### src/rtl/queue_file_pkg.sv
// Shared sizing and encodings for the queue pointer file.
package queue_file_pkg;
  localparam int   QP_W      = 4;
  localparam int   N_TASK    = 2;
  localparam int   N_SLOT    = 2;
  localparam logic QDIR_LOAD = 1'b0;
  localparam logic QDIR_ADV  = 1'b1;
endpackage

### src/rtl/queue_file_qp_reg.sv
// Single queue-pointer register with async active-low clear and load enable.
module qp_reg #(
  parameter int W = 4
) (
  input  logic         clk,
  input  logic         rst_n,
  input  logic         ld_i,
  input  logic [W-1:0] d_i,
  output logic [W-1:0] q_o
);
  logic [W-1:0] q_q;

  always_ff @(posedge clk or negedge rst_n) begin
    if (!rst_n)    q_q <= '0;
    else if (ld_i) q_q <= d_i;
  end

  assign q_o = q_q;
endmodule

### src/rtl/queue_file.sv
// Two-task x two-slot queue pointer file: combinational read, one write per
// non-held edge, write data either loaded or advanced from the current read.
module queue_file
  import queue_file_pkg::*;
#(
  parameter int QP_W = queue_file_pkg::QP_W
) (
  input  logic            clk,
  input  logic            rst_n,
  input  logic            r_ts,
  input  logic            w_ts,
  input  logic            hold,
  input  logic            ws,
  input  logic            rs,
  input  logic            q_dir,
  input  logic [QP_W-1:0] i_qp,
  output logic [QP_W-1:0] o_qp
);
  localparam int N_ENT = N_TASK * N_SLOT;

  logic [QP_W-1:0] entry_q [N_ENT];
  logic [QP_W-1:0] wdata_d;
  logic [1:0]      waddr;
  logic [1:0]      raddr;

  assign waddr = {w_ts, ws};
  assign raddr = {r_ts, rs};

  // Advance wraps naturally at QP_W bits.
  assign wdata_d = (q_dir == QDIR_ADV) ? o_qp + QP_W'(1) : i_qp;

  for (genvar t = 0; t < N_TASK; t++) begin : g_task
    for (genvar s = 0; s < N_SLOT; s++) begin : g_slot
      localparam logic [1:0] IDX = 2'(t * N_SLOT + s);
      logic we_d;

      assign we_d = !hold && (waddr == IDX);

      qp_reg #(.W(QP_W)) u_qp_reg (
        .clk   (clk),
        .rst_n (rst_n),
        .ld_i  (we_d),
        .d_i   (wdata_d),
        .q_o   (entry_q[t * N_SLOT + s])
      );
    end
  end

  assign o_qp = entry_q[raddr];
endmodule

### config.mk
export PLATFORM = sky130hd
export DESIGN_NAME = queue_file
export DESIGN_NICKNAME = d
export VERILOG_FILES = /design/src/rtl/queue_file_pkg.sv /design/src/rtl/queue_file_qp_reg.sv /design/src/rtl/queue_file.sv
export SDC_FILE = /design/constraint.sdc
export NUM_CORES = 1
export LEC_CHECK = 0
export ABC_AREA = 1
export CAP_MARGIN = 20
export CORE_MARGIN = 10
export CORE_UTILIZATION = 65
export CTS_BUF_LIST = sky130_fd_sc_hd__clkbuf_8
export CTS_CLUSTER_SIZE = 28
export DETAILED_ROUTE_END_ITERATION = 10
export DONT_BUFFER_PORTS = 1
export GPL_ROUTABILITY_DRIVEN = 0
export PLACE_DENSITY = 0.81
export SETUP_SLACK_MARGIN = 0.02
export SYNTH_ARGS = -nofsm -noshare
export SYNTH_HDL_FRONTEND = slang
export SYNTH_SLANG_ARGS = --single-unit
### constraint.sdc
create_clock -name clk -period 2.7 [get_ports clk]
set_clock_uncertainty 0.15 [all_clocks]
set_input_delay 0.405 -clock clk [delete_from_list [all_inputs] [get_ports clk]]
set_output_delay 0.405 -clock clk [all_outputs]
set_load 0.01 [all_outputs]
# Yosys cells after proc, flatten, opt, wreduce, memory -nomap -nowiden
# Cells that the tools add are included.
[word_totals]
ff_bits = 16
output_inout_bits = 4
word_cells = 20
[classes]
order_cmp = 1
n_eq_ne = 3
reduce_logical = 6
add_sub_neg = 1
muxes = 4
bitwise = 1
[op_table]
columns = ["operator", "count"]
rows = [
  ["$mux W4", 3],
  ["$bmux W4 S2", 1],
  ["$add A4 B1 Y4 const B", 1],
  ["$eq A2 B2 Y1 const B", 2],
  ["$logic_and A1 B1 Y1", 4],
  ["$ge A3 B3 Y1 const B", 1],
  ["$not A2 Y3", 1],
  ["$eq A2 B1 Y1 const B", 1],
  ["$logic_not A2 Y1", 1],
  ["$logic_not A1 Y1", 1],
]

# Depth between registers and ports, before layout
# Gate-level depths: netlist (run 1).
[depth]
word_depth = 6
ltp_mapped = 11

# By module
# A second synthesis (run 1) with hierarchy kept.
[unflattened]
cells_unflattened = 130
hier_area_um2 = 868.3
[by_module_without_submodules]
columns = ["module", "area_each_um2", "seq_area_each_um2", "n_inst", "cells_each"]
rows = [
  ["qp_reg", 148.9, 100.1, 4, 17],
  ["queue_file", 272.8, 0.0, 1, 62],
]

# Least setup slack after synthesis (run 1)
# OpenSTA, ideal clock, no wires.
[synth_timing]
path_type = "input port to flip-flop"
from = "in rs"
to = "reg g_task[1].g_slot[0].u_qp_reg.q_q[1]"
stages = 9
required_ns = 2.431
slack_ns = 1.050
t_arrival_ns = 1.381
path_cell_list = "buf_6 inv_8 nand2_1 nand3_1 nand2_2 ha_1 nand2_1 nand3_1 o21a_1"
[synth_between]
elab_chain_cells = 6
[synth_rtl]
columns = ["element", "line", "text"]
rows = [
  ["start, declared", "queue_file.sv:14", "input logic rs,"],
  ["$not A2 Y3 (implied by the code)", "queue_file.sv:49", "assign o_qp = entry_q[raddr];"],
  ["$bmux W4 S2", "queue_file.sv:49", ""],
  ["$mux W4 (implied by the code) (2 in series)", "queue_file.sv:49", ""],
  ["via o_qp[0]", "queue_file.sv:17", "output logic [QP_W-1:0] o_qp"],
  ["$add A4 B1 Y4", "queue_file.sv:30", "assign wdata_d = (q_dir == QDIR_ADV) ? o_qp + QP_W'(1) : i_qp;"],
  ["$mux W4", "queue_file.sv:30", ""],
  ["end signal, assigned", "queue_file_qp_reg.sv:15", "else if (ld_i) q_q <= d_i;"],
  ["end, declared", "queue_file_qp_reg.sv:11", "logic [W-1:0] q_q;"],
]
# The timed path passes the listed nets, and every way through them passes these cells. The select of a mux whose other input is x is not followed.
# A chain may end at the register's enable or synchronous reset.

# Worst setup path in the final report (run 1)
[layout_timing]
from = "reg g_task[1].g_slot[1].u_qp_reg.q_q[0]"
to = "reg g_task[1].g_slot[1].u_qp_reg.q_q[2]"
[layout_between]
elab_chain_cells = 5
[layout_rtl]
columns = ["element", "line"]
rows = [
  ["start, declared", "queue_file_qp_reg.sv:11"],
  ["start signal, assigned", "queue_file_qp_reg.sv:15"],
  ["$bmux W4 S2", "queue_file.sv:49"],
  ["$mux W4 (implied by the code) (2 in series)", "queue_file.sv:49"],
  ["via o_qp[0]", "queue_file.sv:17"],
  ["$add A4 B1 Y4", "queue_file.sv:30"],
  ["$mux W4", "queue_file.sv:30"],
]
# The timed path passes the listed nets, and every way through them passes these cells. The select of a mux whose other input is x is not followed.

==> reports/qor.yml, run 1 <==
synth-xor-area-share_pct: 1.66
ys_warn_count: 0
hold_viol: 0
ys_seq_area_share_pct: 40.8
clock_sinks: 16
hpwl_um: 1860
layout.cells.non_filler: 142
p_per_area_nw_per_um2: 687
ir_worst_vdd_mv: 0.451
setup_viol: 0
power.total_mw: 0.724
synth_fa_ha_area_share_pct: 1.27
design.portCount: 16
postSynthCellCount: 123
largest_reg_flops: 16
synth.net_count: 136
cp.required_ns: 2.74
setup-tns-final_ns: 0
nFillCells: 101
drc: 0
max-slew-margin-rel_pct: 50.3
synthToLayoutAreaGrowth_pct: 7.39
clock.fmax_ghz: 0.614
dpl.cell_count: 137
period_needed_ns: 1.63
synth_area_per_cell_um2: 7.99
utilization_pct: 77.2
crit_type: "reg2reg"
cts_buffer_depth: 2
synthTopCellsByArea: "dfrtp_1 (41%), nand2_1 (15%), nand3_1 (8.2%)"
ant_nets: 0
final_common_cell: "nand2_1"
hold_path_class: "in2reg"
ys_ff_latch: 16
worst_slack_ns: 1.07
whs_ns: 0.196
cts_max_level: 1
syn_area_um2: 982
wl_per_cell_um: 16.9
cts.clk_slew.worst_paths_ns: 0.07
vias_per_cell: 6.03
layout_common_cells: "nand2_1 (38), nand3_1 (16), dfrtp_1 (16), nand2_2 (9), inv_1 (8)"
synth_compound_area_share_pct: 6.24
synth_top_family_by_area: "simple AND/OR/NAND/NOR gates"
yosysTopAreaCell: "dfrtp_1"
cts_tree: "yes"
final_cell_area_um2: 1050
p_leak_nw: 0.530
cp-end-kind: "flip-flop"
arrival_ns: 1.67
grt_usage_pct: 14.4
worstMarginPinSlew_ns: 0.742
drive_gt1_share_pct: 25.2
grt_pass1_vias: 827
cts-buffers-inserted: 3
firstDrtPassIters: 4
critPathMaxFanout: 5
antenna_found_initial: 0
dr_total_vias: 856
num_antenna_cells: 0
drv_cap: 0
start_kind: "flip-flop"
rows: 13
synth-simple-area-share_pct: 42.0
status: "complete, no violations"
fin_nets: 141
routed_wl_um: 2400
ys_types: 19
post_cts_buffers: 0
dpl_cell_area_um2: 990
drt-initial-drc-count: 44
die-width_um: 58.9
cts_root_buf: "clkbuf_8"
dieArea_um2: 3470
core_area_um2: 1370
synth_top_area_share_pct: 40.8
die_y_um: 58.9
pre_cts_ws_ns: 1.07
post-route-period-util_pct: 60.3
rsz0062_at_grt: "false"
synth_mux_area_share_pct: 0
global_route.overflow_total: 0
start_util_pct: 71.9
maxSlewViolCount: 0
clk_latency_ns: 0.25
grt_max_degree: 17
port_buffers: 0
grt_pass1_wl_um: 3870
final timing paths:
path / startpoint / to / slack [ns] / cells after the start
setup / recovery: g_task[1].g_slot[1].u_qp_reg.q_o[0] / g_task[1].g_slot[1].u_qp_reg.q_o[2] / 1.07 / 9
hold / removal: ws / g_task[0].g_slot[0].u_qp_reg.q_o[1] / 0.20 / 3
setup reg to reg: g_task[1].g_slot[1].u_qp_reg.q_o[0] / g_task[1].g_slot[1].u_qp_reg.q_o[2] / 1.07 / 9
hold reg to reg: g_task[0].g_slot[1].u_qp_reg.q_o[0] / g_task[0].g_slot[1].u_qp_reg.q_o[0] / 0.35 / 2
max in group asynchronous: rst_n / g_task[0].g_slot[0].u_qp_reg.q_o[0] / 1.42 / 1
min in group asynchronous: rst_n / g_task[0].g_slot[1].u_qp_reg.q_o[3] / 0.50 / 1
metal layers:
layer  vias up  track usage (%)  share of wire (%)
met5         -                0                  0
met4         0             4.59                1.0
met3         6             6.65                 12
met2        39             24.0                 50
met1       407             15.9                 37
li1        404                -                  -
power by group:
group,switching (mW),internal (mW)
sequential,0.0367,0.290
clock,0.0835,0.129
combinational,0.115,0.0691
area by class of cell:
cell class	instances	area (µm²)	share of cell area [%]
multi-input cells	90	503	47.7
inverters	16	67.6	6.41
clock buffers	4	55.1	5.22
flip-flops and latches	16	400	38.0
repair buffers	1	10.0	0.949
well taps	15	18.8	1.78
Yosys cell counts:
| master | instances |
|---|---|
| nand2_1 | 38 |
| dfrtp_1 | 16 |
| nand3_1 | 16 |
| nand2_2 | 9 |
| inv_1 | 8 |
| inv_2 | 7 |
| o21ai_1 | 6 |
| nor2_1 | 4 |
| nor3_4 | 4 |
| a31oi_1 | 3 |
| nand3_2 | 3 |
| or2_2 | 2 |
| a21oi_1 | 1 |
| buf_6 | 1 |
| ha_1 | 1 |
| inv_8 | 1 |
| nand2_4 | 1 |
| o21a_1 | 1 |
| xor2_2 | 1 |
logic make-up after synthesis:
logic type / after synthesis
XOR/XNOR: 1
AO/OA/AOI/OAI: 11
flip-flops: 16
AND/OR/NAND/NOR: 77
adder cells (fa/ha/maj): 1
buffers and inverters: 17
repair_timing:
action	in CTS	in global routing
resized for setup	0	0
hold buffers	1	0
endpoints found under the hold margin	16	0
worst max-delay path: stages, from the launching register on:
cell     delay [ns]
dfrtp_1        0.38
inv_1          0.05
nand2_1        0.05
nand3_1        0.09
nand2_2        0.12
ha_1           0.25
xor2_2         0.17
nand2_1        0.11
nand3_1        0.09
nand2_1        0.09
Note: power is estimated with default switching activity, not from simulation.
==> run 2, diff against run 1 <==
- CORE_UTILIZATION: 65 -> 58
- PLACE_DENSITY: 0.81 -> 0.76
- clock period: 2.7 -> 1.3 ns (I/O delays scaled with it)
==> run 2 against run 1 <==
  * The run now ends with hold timing, setup timing left
  * Clock power is 78% higher
  * Maximum frequency fell by 0.11%
  * Flip-flop and latch count stayed put
  * Sequential power grew 110%
==> reports/qor.yml, run 2 (same netlist as run 1, synthesis figures left out) <==
ant_nets: 0
maxSlewViolCount: 0
hpwl_um: 1690
clock.fmax_ghz: 0.613
grt_max_degree: 17
port_buffers: 0
dr_total_vias: 1115
holdPathEnd: "g_task[0].g_slot[0].u_qp_reg.q_o[1]"
drv_cap: 0
cp.buffers_inverters: 1
cts-buffers-inserted: 3
cp-end-kind: "flip-flop"
status: "complete, but fails checks"
num_antenna_cells: 0
dieArea_um2: 3740
dpl.cell_count: 147
antenna_found_initial: 0
arrival_ns: 1.62
grt_pass1_vias: 1029
grt_pass1_wl_um: 4950
path_delay_family: "simple AND/OR/NAND/NOR gates"
p_per_area_nw_per_um2: 1280
violations: "hold timing, setup timing"
worstMarginPinSlew_ns: 0.800
cts_buffer_depth: 2
start_kind: "flip-flop"
setup-tns-final_ns: -4.62
critPathMaxFanout: 4
synthToLayoutAreaGrowth_pct: 49.4
cp_slowest_cell: "dfrtp_1"
cts_root_buf: "clkbuf_8"
global_route.overflow_total: 0
drc: 0
top_usage_layer: "met2"
max-slew-margin-rel_pct: 46.5
routed_wl_um: 3910
layout_common_cells: "nand2_1 (30), nand3_2 (16), dfrtp_1 (16), buf_4 (16), nand2_2 (13)"
min_path_cells: 2
slowest_delay_ns: 0.40
pre_cts_ws_ns: -0.166
cp.required_ns: 1.29
drt-initial-drc-count: 90
worst_slack_ns: -0.331
crit_chain: "inv_1 > nand2_1 > nand3_2 > nand2_4 > ha_4 > xor2_2 > nand2_2 > nand3_2 > nand2_1"
ir_worst_vdd_mv: 1.13
drive_gt1_share_pct: 51.9
grt_usage_pct: 17.6
hold_path_class: "in2reg"
core_area_um2: 1560
setup_viol: 20
cts.clk_slew.worst_paths_ns: 0.06
use_met2_pct: 28.8
die_y_um: 61.2
wl_per_cell_um: 22.8
clk_latency_ns: 0.25
largest_reg_flops: 16
use_met1_pct: 21.5
period_needed_ns: 1.63
reg2reg_from: "g_task[0].g_slot[1].u_qp_reg.q_o[0]"
layout.cells.non_filler: 172
firstDrtPassIters: 4
met3_usage_pct: 4.32
whs_ns: -0.00471
min_from: "ws"
start_util_pct: 63.0
fin_nets: 171
die-width_um: 61.2
cts_tree: "yes"
utilization_pct: 94.1
p_leak_nw: 0.718
worstRegToRegCells: 9
cts_max_level: 1
hold_viol: 1
r2r_slack_ns: -0.33
clock_sinks: 16
regToRegEndpoint: "g_task[1].g_slot[1].u_qp_reg.q_o[2]"
vias_per_cell: 6.48
crit_type: "reg2reg"
design.portCount: 16
rows: 14
rsz0062_at_grt: "true"
post-route-period-util_pct: 125
final_common_cell: "nand2_1"
==> run 2: metrics by stage <==
step / total power [mW] / cell area (µm²)
after floorplan: 0.996 / 1010
after CTS: 1.64 / 1350
after global routing: 1.96 / 1470
after detailed placement: 1.14 / 1080
after global placement: 1.13 / 1080
final: 1.87 / 1470
==> run 2: worst max-delay path by stage <==
stage | start | endpoint | slack, ns | cells after the start
2_1_floorplan | g_task[0].g_slot[0].u_qp_reg.q_o[0] | g_task[1].g_slot[0].u_qp_reg.q_o[2] | -0.10 | 9
3_3_place_gp | g_task[0].g_slot[1].u_qp_reg.q_o[1] | g_task[1].g_slot[1].u_qp_reg.q_o[2] | -0.14 | 9
3_5_place_dp | g_task[0].g_slot[1].u_qp_reg.q_o[1] | g_task[1].g_slot[1].u_qp_reg.q_o[2] | -0.17 | 9
4_1_cts | g_task[0].g_slot[1].u_qp_reg.q_o[1] | o_qp[1] | -0.19 | 6
5_1_grt | g_task[0].g_slot[1].u_qp_reg.q_o[0] | g_task[0].g_slot[1].u_qp_reg.q_o[3] | -0.46 | 10
6_report | g_task[0].g_slot[1].u_qp_reg.q_o[0] | g_task[1].g_slot[1].u_qp_reg.q_o[2] | -0.33 | 9
==> run 2: report_power, final <==
part	internal (mW)	switching, mW	leakage, nW
combinational	0.382	0.433	0.504
clock	0.206	0.173	0.0216
sequential	0.603	0.0759	0.193
total	1.19	0.682	0.718
==> run 2: cell type report <==
cell class / instances / area (µm²)
clock buffer: 3 / 41.3
multi-input combinational: 90 / 658
timing repair buffer: 31 / 278
fill: 51 / 91.3
tap: 16 / 20.0
sequential: 16 / 400
inverter: 16 / 70.1
==> run 2: layer usage <==
metal  up-vias  share of wire, %  routed length [µm]
li1        463                 -                   -
met1       530                35                1370
met2        87                50                1940
met3        35               8.9                 349
met4         0               6.6                 257
met5         -                 0                   0
==> run 2: timing repair <==
item,in CTS,in global routing
pin swaps,18,27
setup buffers,7,7
endpoints found under the hold margin,28,0
gates resized for setup,19,19
hold buffers,9,0
endpoints found under the setup margin,20,20
==> run 2: worst reg2reg max path, stage by stage, from the launching register on <==
cell,delay [ns]
dfrtp_1,0.40
inv_1,0.10
nand2_1,0.09
nand3_2,0.11
nand2_4,0.08
ha_4,0.16
xor2_2,0.13
nand2_2,0.13
nand3_2,0.09
nand2_1,0.07
